===== src/rtl/conv_pkg.sv =====
// ---------------------------------------------------------------------------
// conv_pkg
//   Shared definitions for the convolution result reader:
//     DEF_DATA_WIDTH / DEF_ADDR_WIDTH : default operand / operand-address widths
//     rd_state_t                      : reader FSM states
//     z_word_t                        : one MEMZ word at default widths
// ---------------------------------------------------------------------------
package conv_pkg;

  localparam int DEF_DATA_WIDTH = 8;
  localparam int DEF_ADDR_WIDTH = 5;

  typedef enum logic [1:0] {
    IDLE   = 2'd0,
    STREAM = 2'd1,
    DONE   = 2'd2
  } rd_state_t;

  typedef logic [2*DEF_DATA_WIDTH-1:0] z_word_t;

endpackage


===== src/rtl/conv_result_reader_if.sv =====
// ---------------------------------------------------------------------------
// conv_result_reader_if
//   Bundles the MEMZ read port and the result stream.
//   master (reader) : drives memZ_addr, m_data, m_valid, m_last; sees dataZ, m_ready
//   slave  (memory + stream sink) : the mirror image
//   memZ_addr : MEMZ read address (ADDR_WIDTH+1 bits)
//   dataZ     : MEMZ read data, one cycle after the address is sampled
//   m_data / m_valid / m_ready / m_last : valid/ready result stream
// ---------------------------------------------------------------------------
interface conv_result_reader_if #(
  parameter int DATA_WIDTH = conv_pkg::DEF_DATA_WIDTH,
  parameter int ADDR_WIDTH = conv_pkg::DEF_ADDR_WIDTH
) ();

  logic [ADDR_WIDTH:0]     memZ_addr;
  logic [2*DATA_WIDTH-1:0] dataZ;
  logic [2*DATA_WIDTH-1:0] m_data;
  logic                    m_valid;
  logic                    m_ready;
  logic                    m_last;

  modport master (
    output memZ_addr, m_data, m_valid, m_last,
    input  dataZ, m_ready
  );

  modport slave (
    input  memZ_addr, m_data, m_valid, m_last,
    output dataZ, m_ready
  );

endinterface


===== src/rtl/conv_rd_skid_buf.sv =====
// ---------------------------------------------------------------------------
// conv_rd_skid_buf
//   Two-entry FIFO holding {last,data} beats between the MEMZ read port and
//   the output stream. The head entry is a register and drives the stream
//   directly, so m_data/m_last are glitch-free and stay put while stalled.
//   Ports:
//     clk, rstn             : clock, asynchronous active-low reset
//     i_push, i_push_last,
//     i_push_data           : write one beat
//     i_pop                 : consume the head beat (ignored when empty)
//     o_valid, o_last,
//     o_data                : head beat (o_last qualified by o_valid)
//     o_count               : occupancy 0..2
// ---------------------------------------------------------------------------
module conv_rd_skid_buf #(
  parameter int W = 16
) (
  input  logic         clk,
  input  logic         rstn,
  input  logic         i_push,
  input  logic         i_push_last,
  input  logic [W-1:0] i_push_data,
  input  logic         i_pop,
  output logic         o_valid,
  output logic         o_last,
  output logic [W-1:0] o_data,
  output logic [1:0]   o_count
);

  logic [W-1:0] r_head_data;
  logic         r_head_last;
  logic [W-1:0] r_tail_data;
  logic         r_tail_last;
  logic [1:0]   r_count;
  logic         w_pop;

  assign w_pop = i_pop && (r_count != 2'd0);

  always_ff @(posedge clk or negedge rstn) begin
    if (!rstn) begin
      r_count     <= 2'd0;
      r_head_data <= '0;
      r_head_last <= 1'b0;
      r_tail_data <= '0;
      r_tail_last <= 1'b0;
    end else begin
      case (r_count)
        2'd0: begin
          if (i_push) begin
            r_head_data <= i_push_data;
            r_head_last <= i_push_last;
            r_count     <= 2'd1;
          end
        end
        2'd1: begin
          if (i_push && w_pop) begin
            // Pass-through: the new beat replaces the departing head.
            r_head_data <= i_push_data;
            r_head_last <= i_push_last;
          end else if (i_push) begin
            r_tail_data <= i_push_data;
            r_tail_last <= i_push_last;
            r_count     <= 2'd2;
          end else if (w_pop) begin
            r_count <= 2'd0;
          end
        end
        default: begin
          if (w_pop) begin
            r_head_data <= r_tail_data;
            r_head_last <= r_tail_last;
            if (i_push) begin
              r_tail_data <= i_push_data;
              r_tail_last <= i_push_last;
            end else begin
              r_count <= 2'd1;
            end
          end
        end
      endcase
    end
  end

  assign o_valid = (r_count != 2'd0);
  assign o_last  = r_head_last && o_valid;
  assign o_data  = r_head_data;
  assign o_count = r_count;

endmodule


===== src/rtl/conv_result_reader.sv =====
// ---------------------------------------------------------------------------
// conv_result_reader
//   Drains MEMZ after a convolution: on start reads Z[0..sizeX+sizeY-2]
//   through the 1-cycle-latency read port and streams the words out on a
//   valid/ready interface, flagging the last beat. One beat per cycle when
//   the sink is always ready; never drops or duplicates under backpressure.
//   Ports:
//     clk, rstn      : clock, asynchronous active-low reset
//     start          : one-cycle pulse, accepted only in IDLE
//     sizeX, sizeY   : operand lengths, latched on accepted start
//     busy_out       : high from accepted start through the done cycle
//     done_out       : one-cycle pulse after the final beat transfers
//     checksum_out   : (CONV_RD_CHECKSUM_EN only) running sum of streamed data
//     bus            : conv_result_reader_if.master (MEMZ read port + stream)
//   Build option: define CONV_RD_CHECKSUM_EN to add checksum_out.
// ---------------------------------------------------------------------------
module conv_result_reader
  import conv_pkg::*;
#(
  parameter int DATA_WIDTH = DEF_DATA_WIDTH,
  parameter int ADDR_WIDTH = DEF_ADDR_WIDTH
) (
  input  logic                    clk,
  input  logic                    rstn,
  input  logic                    start,
  input  logic [ADDR_WIDTH-1:0]   sizeX,
  input  logic [ADDR_WIDTH-1:0]   sizeY,
  output logic                    busy_out,
  output logic                    done_out,
`ifdef CONV_RD_CHECKSUM_EN
  output logic [2*DATA_WIDTH-1:0] checksum_out,
`endif
  conv_result_reader_if.master    bus
);

  localparam logic [ADDR_WIDTH:0] L_ONE = 1;

  rd_state_t               r_state;
  logic [ADDR_WIDTH:0]     r_len;
  logic [ADDR_WIDTH:0]     r_issue_cnt;
  logic [ADDR_WIDTH:0]     r_beat_cnt;
  logic [ADDR_WIDTH:0]     r_memz_addr;
  logic                    r_rd_pend;
  logic                    r_rd_last;
  logic                    r_busy;
  logic                    r_done;

  logic [ADDR_WIDTH:0]     w_len;
  logic [ADDR_WIDTH:0]     w_next_addr;
  logic                    w_start_acc;
  logic                    w_xfer;
  logic                    w_final;
  logic                    w_issue;
  logic [1:0]              w_fill;
  logic                    w_buf_valid;
  logic                    w_buf_last;
  logic [2*DATA_WIDTH-1:0] w_buf_data;
  logic [1:0]              w_buf_count;

  // N = sizeX+sizeY-1, widened by one bit so the sum cannot wrap.
  always_comb begin
    w_len = '0;
    if (sizeX != '0 && sizeY != '0)
      w_len = {1'b0, sizeX} + {1'b0, sizeY} - L_ONE;
  end

  assign w_start_acc = start && (r_state == IDLE);
  assign w_xfer      = w_buf_valid && bus.m_ready;
  assign w_final     = w_xfer && (r_beat_cnt == r_len - L_ONE);
  assign w_next_addr = r_issue_cnt + L_ONE;

  // Slots committed after this edge: buffered beats, minus the one leaving
  // now, plus the read whose data lands now. Counting the departing beat is
  // what lets a new read go out every cycle at full rate.
  assign w_fill  = w_buf_count + {1'b0, r_rd_pend} - {1'b0, w_xfer};
  assign w_issue = (r_state == STREAM) && (r_issue_cnt < r_len) && (w_fill < 2'd2);

  // memZ_addr always presents the next address to read, so the memory
  // samples it on the very edge the read is issued and the data is pushed
  // one edge later. It stops at N-1 rather than running past the result.
  always_ff @(posedge clk or negedge rstn) begin
    if (!rstn) begin
      r_state     <= IDLE;
      r_len       <= '0;
      r_issue_cnt <= '0;
      r_beat_cnt  <= '0;
      r_memz_addr <= '0;
      r_rd_pend   <= 1'b0;
      r_rd_last   <= 1'b0;
      r_busy      <= 1'b0;
      r_done      <= 1'b0;
    end else begin
      r_rd_pend <= w_issue;
      r_rd_last <= w_issue && (r_issue_cnt == r_len - L_ONE);
      if (w_issue) begin
        r_issue_cnt <= w_next_addr;
        if (w_next_addr < r_len)
          r_memz_addr <= w_next_addr;
      end
      if (w_xfer)
        r_beat_cnt <= r_beat_cnt + L_ONE;

      case (r_state)
        IDLE: begin
          r_done <= 1'b0;
          if (w_start_acc) begin
            r_len       <= w_len;
            r_issue_cnt <= '0;
            r_beat_cnt  <= '0;
            r_memz_addr <= '0;
            r_busy      <= 1'b1;
            if (w_len == '0) begin
              r_state <= DONE;
              r_done  <= 1'b1;
            end else begin
              r_state <= STREAM;
            end
          end
        end
        STREAM: begin
          if (w_final) begin
            r_state <= DONE;
            r_done  <= 1'b1;
          end
        end
        DONE: begin
          r_state <= IDLE;
          r_busy  <= 1'b0;
          r_done  <= 1'b0;
        end
        default: r_state <= IDLE;
      endcase
    end
  end

  conv_rd_skid_buf #(
    .W(2*DATA_WIDTH)
  ) u_skid (
    .clk         (clk),
    .rstn        (rstn),
    .i_push      (r_rd_pend),
    .i_push_last (r_rd_last),
    .i_push_data (bus.dataZ),
    .i_pop       (w_xfer),
    .o_valid     (w_buf_valid),
    .o_last      (w_buf_last),
    .o_data      (w_buf_data),
    .o_count     (w_buf_count)
  );

  assign bus.memZ_addr = r_memz_addr;
  assign bus.m_data    = w_buf_data;
  assign bus.m_valid   = w_buf_valid;
  assign bus.m_last    = w_buf_last;
  assign busy_out      = r_busy;
  assign done_out      = r_done;

`ifdef CONV_RD_CHECKSUM_EN
  logic [2*DATA_WIDTH-1:0] r_checksum;

  always_ff @(posedge clk or negedge rstn) begin
    if (!rstn)
      r_checksum <= '0;
    else if (w_start_acc)
      r_checksum <= '0;
    else if (w_xfer)
      r_checksum <= r_checksum + w_buf_data;
  end

  assign checksum_out = r_checksum;
`endif

endmodule

===== src/flat_wrapper.sv =====
// flat-port wrapper written by rule: the top's interface ports become plain ports
module conv_result_reader_flat import conv_pkg::*;
#(
  parameter int DATA_WIDTH = DEF_DATA_WIDTH,
  parameter int ADDR_WIDTH = DEF_ADDR_WIDTH
)
  (clk, rstn, start, sizeX, sizeY, busy_out, done_out, bus_memZ_addr, bus_m_data, bus_m_valid, bus_m_last, bus_dataZ, bus_m_ready);
  conv_result_reader_if #(.DATA_WIDTH(DATA_WIDTH), .ADDR_WIDTH(ADDR_WIDTH)) bus_i ();
  input  logic clk;
  input  logic rstn;
  input  logic start;
  input  logic [ADDR_WIDTH-1:0] sizeX;
  input  logic [ADDR_WIDTH-1:0] sizeY;
  output logic busy_out;
  output logic done_out;
  output wire logic [$bits(bus_i.memZ_addr)-1:0] bus_memZ_addr;
  output wire logic [$bits(bus_i.m_data)-1:0] bus_m_data;
  output wire logic [$bits(bus_i.m_valid)-1:0] bus_m_valid;
  output wire logic [$bits(bus_i.m_last)-1:0] bus_m_last;
  input wire logic [$bits(bus_i.dataZ)-1:0] bus_dataZ;
  input wire logic [$bits(bus_i.m_ready)-1:0] bus_m_ready;
  assign bus_memZ_addr = bus_i.memZ_addr;
  assign bus_m_data = bus_i.m_data;
  assign bus_m_valid = bus_i.m_valid;
  assign bus_m_last = bus_i.m_last;
  assign bus_i.dataZ = bus_dataZ;
  assign bus_i.m_ready = bus_m_ready;
  conv_result_reader #(.DATA_WIDTH(DATA_WIDTH), .ADDR_WIDTH(ADDR_WIDTH)) u_core (.clk(clk), .rstn(rstn), .start(start), .sizeX(sizeX), .sizeY(sizeY), .busy_out(busy_out), .done_out(done_out), .bus(bus_i));
endmodule

===== config.mk =====
export PLATFORM = sky130hd
export DESIGN_NAME = conv_result_reader_flat
export DESIGN_NICKNAME = d
export VERILOG_FILES = /design/src/rtl/conv_pkg.sv /design/src/rtl/conv_result_reader_if.sv /design/src/rtl/conv_rd_skid_buf.sv /design/src/rtl/conv_result_reader.sv /design/src/flat_wrapper.sv
export SDC_FILE = /design/constraint.sdc
export NUM_CORES = 1
export LEC_CHECK = 0
export CAP_MARGIN = 20
export CORE_ASPECT_RATIO = 2
export CORE_MARGIN = 2
export CORE_UTILIZATION = 28
export DETAILED_ROUTE_END_ITERATION = 16
export DONT_BUFFER_PORTS = 1
export HOLD_SLACK_MARGIN = 0.12
export PLACE_DENSITY_LB_ADDON = 0.08
export SKIP_CTS_REPAIR_TIMING = 1
export SYNTH_ARGS = -nofsm -noshare
export SYNTH_HDL_FRONTEND = slang
export SYNTH_SLANG_ARGS = --single-unit

===== constraint.sdc =====
create_clock -name clk -period 8.3 [get_ports clk]
set_input_delay 0.83 -clock clk [delete_from_list [all_inputs] [get_ports clk]]
set_output_delay 0.83 -clock clk [all_outputs]
set_load 0.02 [all_outputs]

Word-level counts from Yosys, hierarchy flattened
Cells that the tools add are included.
Widths: inputs -> output; s select.

cells by class
  reductions and logical operators = 27
  muxes and demuxes = 44
  order comparisons = 3
  add/sub/neg operators = 7
  bitwise logic cells = 1
  equal/unequal tests = 12

operator list
  operator             count
  $mux 16              6
  $mux 6               11
  $pmux 16 s2          2
  $mux 2               9
  $add 6x1->6 const B  2
  $eq 6x6->1           2
  $lt 6x6->1           2
  $sub 6x1->6 const B  2
  $logic_and 1x1->1    10
  $mux 1               10
  $reduce_bool 5->1    2
  $pmux 2 s2           2
  $reduce_and 2->1     4
  $add 5x5->6          1
  $logic_not 6->1      1
  $ne 2x1->1 const B   3
  $pmux 1 s2           3
  $reduce_and 3->1     2
  $reduce_bool 2->1    3
  $reduce_bool 3->1    2
  $reduce_and 5->1     1
  $eq 2x1->1 const B   2
  $logic_not 2->1      2
  $ne 2x2->1 const B   2
  other kinds (8)      8

storage, ports and cells
  register bits after elaboration = 66
  word-level logic and storage cells = 108
  output and inout port bits = 26
  input bits = 30

Longest topological paths before layout
  word-level depth = 8
  mapped depth = 12
  depth with buffers taken out = 12

Hierarchy
From an unflattened synthesis, not the netlist that was laid out.

unflattened totals
  cells, all modules = 430
  area total of the unflattened synthesis = 4286.6 µm²

modules (own cells, without submodules)
  module              area an instance (µm²)  sequential area each (µm²)  cells each  instances
  conv_result_reader  2304.7                  750.7                       254         1
  conv_rd_skid_buf    1981.9                  900.9                       176         1

Worst setup path after synthesis
Ideal clock, no wire load.

  path type = in2reg
  start = in sizeX[1]
  end = reg u_core.r_done, in the netlist u_core.done_out
  data arrival time = 2891 ps
  stages on the path = 12
  path slack = 5325 ps
  required time = 8216 ps
  path buffers = 0
  library setup time = 84 ps
  cell sequence = inv_1 -> ha_1 -> inv_1 -> ha_1 -> inv_1 -> fa_1 -> nor2b_1 -> o21a_1 -> or3_1 -> a211o_1 -> a211o_1 -> a41oi_2

between the ends
  word-level cells in the longest chain between the ends = 7
  elaborated cells between the ends (all ways) = 9
  classes of those cells = add/sub (2); mux (4); reduce/logical (3)

ends and longest elaborated chain
  what                                                     line                                                source
  from (decl)                                              flat_wrapper.sv:12                                  input logic [ADDR_WIDTH-1:0] sizeX;
  $add 5x5->6 / $reduce_bool 5->1 (equally long branches)  conv_result_reader.sv:64, conv_result_reader.sv:63
  $sub 6x1->6 / $logic_and 1x1->1 (equally long branches)  conv_result_reader.sv:64, conv_result_reader.sv:63
  $mux 6 *                                                 conv_result_reader.sv:63                            if (sizeX != '0 && sizeY != '0)
  $logic_not 6->1 *                                        conv_result_reader.sv:112                           if (w_len == '0) begin
  $mux 1 *                                                 conv_result_reader.sv:112
  $mux 1 *                                                 conv_result_reader.sv:106                           if (w_start_acc) begin
  $pmux 1 s3 *                                             conv_result_reader.sv:103                           case (r_state)
  to (signal assigned)                                     conv_result_reader.sv:105                           r_done <= 1'b0;
  to (signal assigned)                                     conv_result_reader.sv:114                           r_done <= 1'b1;
  to (signal assigned)                                     conv_result_reader.sv:123                           r_done <= 1'b1;
  to (decl)                                                conv_result_reader.sv:46                            logic r_done;

Every way passes the cells marked *; elsewhere a longest branch is shown, timed or not.
A chain may end at the register's enable or synchronous reset.

Worst setup path in the final report
  start = reg u_core.u_skid.r_count[0], in the netlist u_core.u_skid.o_count[0]
  end = reg u_core.r_memz_addr[4], in the netlist u_core.bus.memZ_addr[4]

between the ends
  word-level cells in the longest chain between the ends = 8
  elaborated cells between the ends (all ways) = 9
  classes of those cells = add/sub (2); order compare (1); mux (3); reduce/logical (3)

ends and longest elaborated chain
  what                                                 line                       source
  from (decl)                                          conv_rd_skid_buf.sv:34     logic [1:0] r_count;
  from (signal assigned)                               conv_rd_skid_buf.sv:41     r_count <= 2'd0;
  from (signal assigned)                               conv_rd_skid_buf.sv:52     r_count <= 2'd1;
  from (signal assigned)                               conv_rd_skid_buf.sv:63     r_count <= 2'd2;
  branches (longest 2 deep; another with $add 2x1->2)  n/a
  $sub 2x1->2 *                                        conv_result_reader.sv:75   assign w_fill = w_buf_count + {1'b0, r_rd_pend} - {1'b0, w_xfer};
  $lt 2x2->1 *                                         conv_result_reader.sv:76   assign w_issue = (r_state == STREAM) && (r_issue_cnt < r_len) && (w_fill < 2'd2);
  $logic_and 1x1->1 *                                  conv_result_reader.sv:76
  $mux 6 *                                             conv_result_reader.sv:95   if (w_issue) begin
  $mux 6                                               conv_result_reader.sv:106
  $mux 6 *                                             conv_result_reader.sv:103
  to (signal assigned)                                 conv_result_reader.sv:98   r_memz_addr <= w_next_addr;
  to (decl)                                            conv_result_reader.sv:42   logic [ADDR_WIDTH:0] r_memz_addr;

Every way passes the cells marked *.

==> impl_metrics.yaml <==
clocking:
  ctsHtreeMaxLevel: 3
  cts_tree: "yes"
  cts_buffers: 9
  cts-root-buf: "clkbuf_16"
  cts_sinks: 66
  cts_max_path_buffers: 2
  worst_skew_pair.late_latency_ps: 330
  clkSlewWorstSetupHoldPaths_ps: 60
place:
  dpl_worst_slack_ps: 5180
  gp_congestion: 0.7755
  portBuffers: 0
  place_hpwl_um: 6573
power_and_ir_drop:
  peakVddDrop_mv: 0.1133
  finalPower_mw: 1.590
  powerDensity_nw_per_um2: 366.4
  p_leak_nw: 1.939
sta:
  fin_hold_ws_ps: 190.6
  finalSetupViolCount: 0
  tns_ps: 0
  slew_headroom_pct: 45.65
  fin_worst_skew_ps: 10.35
  rsz0062_at_grt: "false"
  slew_viol_final: 0
  fin_crit_sh_pct: 35.95
  setup_ws_ps: 5316
  finalCriticalPeriod_ps: 2984
  hold_violations: 0
  fmax_ghz: 0.3351
  worst_pin_slew_ps: 813.3
worst_setup_path:
  worstPathCellList: "o21ai_0 -> inv_1 -> ha_1 -> xor2_1 -> xnor2_2 -> nand4b_4 -> nor4_4 -> mux2i_1"
  slowest_delay_ps: 590
  critPathKind: "reg -> reg"
  start_kind: "register"
  path_max_fanout: 9
  worstSetupEndpointType: "register"
  cp_slowest_cell: "nor4_4"
  critPathRequiredTime_ps: 8550
  path_delay_family: "simple AND/OR/NAND/NOR gates"
  cp.arrival_ps: 3240
  path_buf_inv: 1
floorplan:
  ioPinCount: 56
  start_util_pct: 28.74
  core_um2: 13440
  die_h_um: 170.1
  die_area_um2: 14810
  rows: 60
  die_x_um: 87.05
detailed_routing:
  ant_nets: 0
  drt_iter0_drc: 59
  wl_met1_um: 3207
  dr_wl_met2_um: 4949
  vias: 2699
  drt-total-wl_um: 8758
  via_per_inst: 5.017
  drc: 0
  topRoutingLayerUsed: "met4"
  wl_met3_um: 370
  wire_per_inst_um: 16.28
  dr.pass1.iters: 4
grt:
  first_global_vias: 2819
  gr-total-overflow: 0
  grtUsageTotal_pct: 12.54
  grt_pass1_wl_um: 14250
  grt_max_degree: 67
  antenna_found_initial: 0
final_layout:
  diodes: 0
  area_growth_pct: 12.34
  drive_gt1_share_pct: 12.01
  seq_area_um2: 1652
  fin_nets: 440
  fin_util_pct: 32.29
  fill_cells: 1362
  multi_input_area_um2: 2037
yosys:
  syn_area_um2: 3862
  synth.avg_cell_area_um2: 10.22
  yosysSeqAreaShare_pct: 42.76
  synthArstFlopShare_pct: 100.0
  ys_types: 51
  yosysWarnings: 0
  synth_cells: 378
  synth-edff-count: 0
  synth_nets: 439
  synth_ff_type: "dfrtp_1"
  synth-seq-cells: 66
min_path:
  min_path_type: "in -> async"
outcome:
  status: "completed"
flow_run:
  max-cap-violations: 0
-- cell type report --
| cell class | count | area share [%] |
|---|---|---|
| clock buffers | 9 | 5.190 |
| clock inverters | 6 | 2.134 |
| inverters | 33 | 2.855 |
| multi-input cells | 267 | 46.94 |
| flip-flops and latches | 66 | 38.06 |
| well taps | 155 | 4.469 |
| repair buffers | 2 | 0.3460 |
-- registers in the layout (all words and copies together), names as in the netlist --
signal and flops:
u_core.done_out 1, u_core.u_skid.o_count 2, u_core.r_beat_cnt 6, u_core.busy_out 1
u_core.r_len 6, u_core.u_skid.r_tail_last 1, u_core.bus.memZ_addr 6, u_core.r_state 2
u_core.r_issue_cnt 6, u_core.r_rd_last 1, u_core.u_skid.o_data 16, u_core.u_skid.r_head_last 1
u_core.u_skid.r_tail_data 16, u_core.r_rd_pend 1
-- stage by stage --
stage                     instances  cell area [µm²]
after CTS                       538             4339
after global routing            538             4339
after floorplan                 378             3862
final                           538             4339
after global placement          523             4021
after detailed placement        523             4021
-- routing by layer --
metal | vias up | global-route usage [%]
met4 | 0 | 5.707
met3 | 14 | 3.104
met1 | 1311 | 12.45
li1 | 1313 | -
met2 | 61 | 23.56
met5 | - | 0
-- cells by family (layout without fill, tap and decap cells) --
family          after synthesis  in the layout  share of synthesized area (%)
simple gates                 99             99                          13.02
compound gates               67             67                          11.01
flops                        66             66                          42.76
buf+inv                      45             50                          4.600
mux                          42             42                          11.47
fa+ha+maj                    31             31                          10.24
xor+xnor                     28             28                          6.900
-- path summary, 6_finish.rpt --
kind                                                            start                                         to  slack (ps)  depth (start not counted)
worst max register to register   u_core.u_skid.o_count[0]$_DFFE_PN0P_          u_core.bus.memZ_addr[4]$_DFF_PN0_        5320                          8
max in group asynchronous                                        rstn   u_core.u_skid.r_tail_data[2]$_DFFE_PN0P_        8010                          0
min in group clk                u_core.u_skid.r_head_last$_DFFE_PN0P_      u_core.u_skid.r_head_last$_DFFE_PN0P_         480                          2
worst min register to register  u_core.u_skid.r_head_last$_DFFE_PN0P_      u_core.u_skid.r_head_last$_DFFE_PN0P_         480                          2
worst min-delay path                                             rstn  u_core.u_skid.r_tail_data[11]$_DFFE_PN0P_         190                          0
worst max-delay path             u_core.u_skid.o_count[0]$_DFFE_PN0P_          u_core.bus.memZ_addr[4]$_DFF_PN0_        5320                          8
-- report_power, final --
group / switching (mW) / leakage, nW / internal [mW]
Combinational: 0.325 / 0.946 / 0.262
Sequential: 0.150 / 0.845 / 0.443
Clock: 0.148 / 0.148 / 0.262
-- worst register-to-register path, delay by kind of cell (launching register included) --
kind / cells / cell delay, ps
AND/OR/NAND/NOR: 2 / 810
AO/OA/AOI/OAI: 1 / 520
flip-flops: 1 / 440
XOR/XNOR: 2 / 430
adder cells (fa/ha/maj): 1 / 250
multiplexers: 1 / 250
buffers and inverters: 1 / 220
-- layout by cell type (no fill, tap or decap), types with 4 or more instances in the layout --
master / n
nand2_1: 46
a21oi_1: 8
mux2i_1: 24
xor2_1: 9
nand3_1: 10
mux2_2: 18
clkbuf_16: 9
xnor2_1: 17
nor2b_1: 5
nor2_1: 13
o21ai_0: 31
ha_1: 30
dfrtp_1: 66
inv_1: 33
o21a_1: 4
-- synthesized netlist by cell type, types with 2 or more instances --
master	n	area share, %
xor2_1	9	2.0
inv_1	33	3.2
and2_1	3	0.49
ha_1	30	9.7
o21ai_0	31	4.0
mux2i_1	24	6.2
nand2b_1	3	0.49
a211o_1	2	0.45
nand2_1	46	4.5
nand4_1	3	0.49
o22ai_1	3	0.49
nor2_1	13	1.3
a21oi_1	8	1.0
o211ai_1	3	0.58
a31o_2	2	0.45
o21a_1	4	0.78
a31oi_1	2	0.32
xnor2_1	17	3.9
clkbuf_1	10	0.97
mux2_2	18	5.2
o311ai_0	2	0.45
and3_1	3	0.49
nor4_1	3	0.49
dfrtp_1	66	43
nand3_1	10	1.3
nor2b_1	5	0.81
Power figures use the tool's default switching activity.
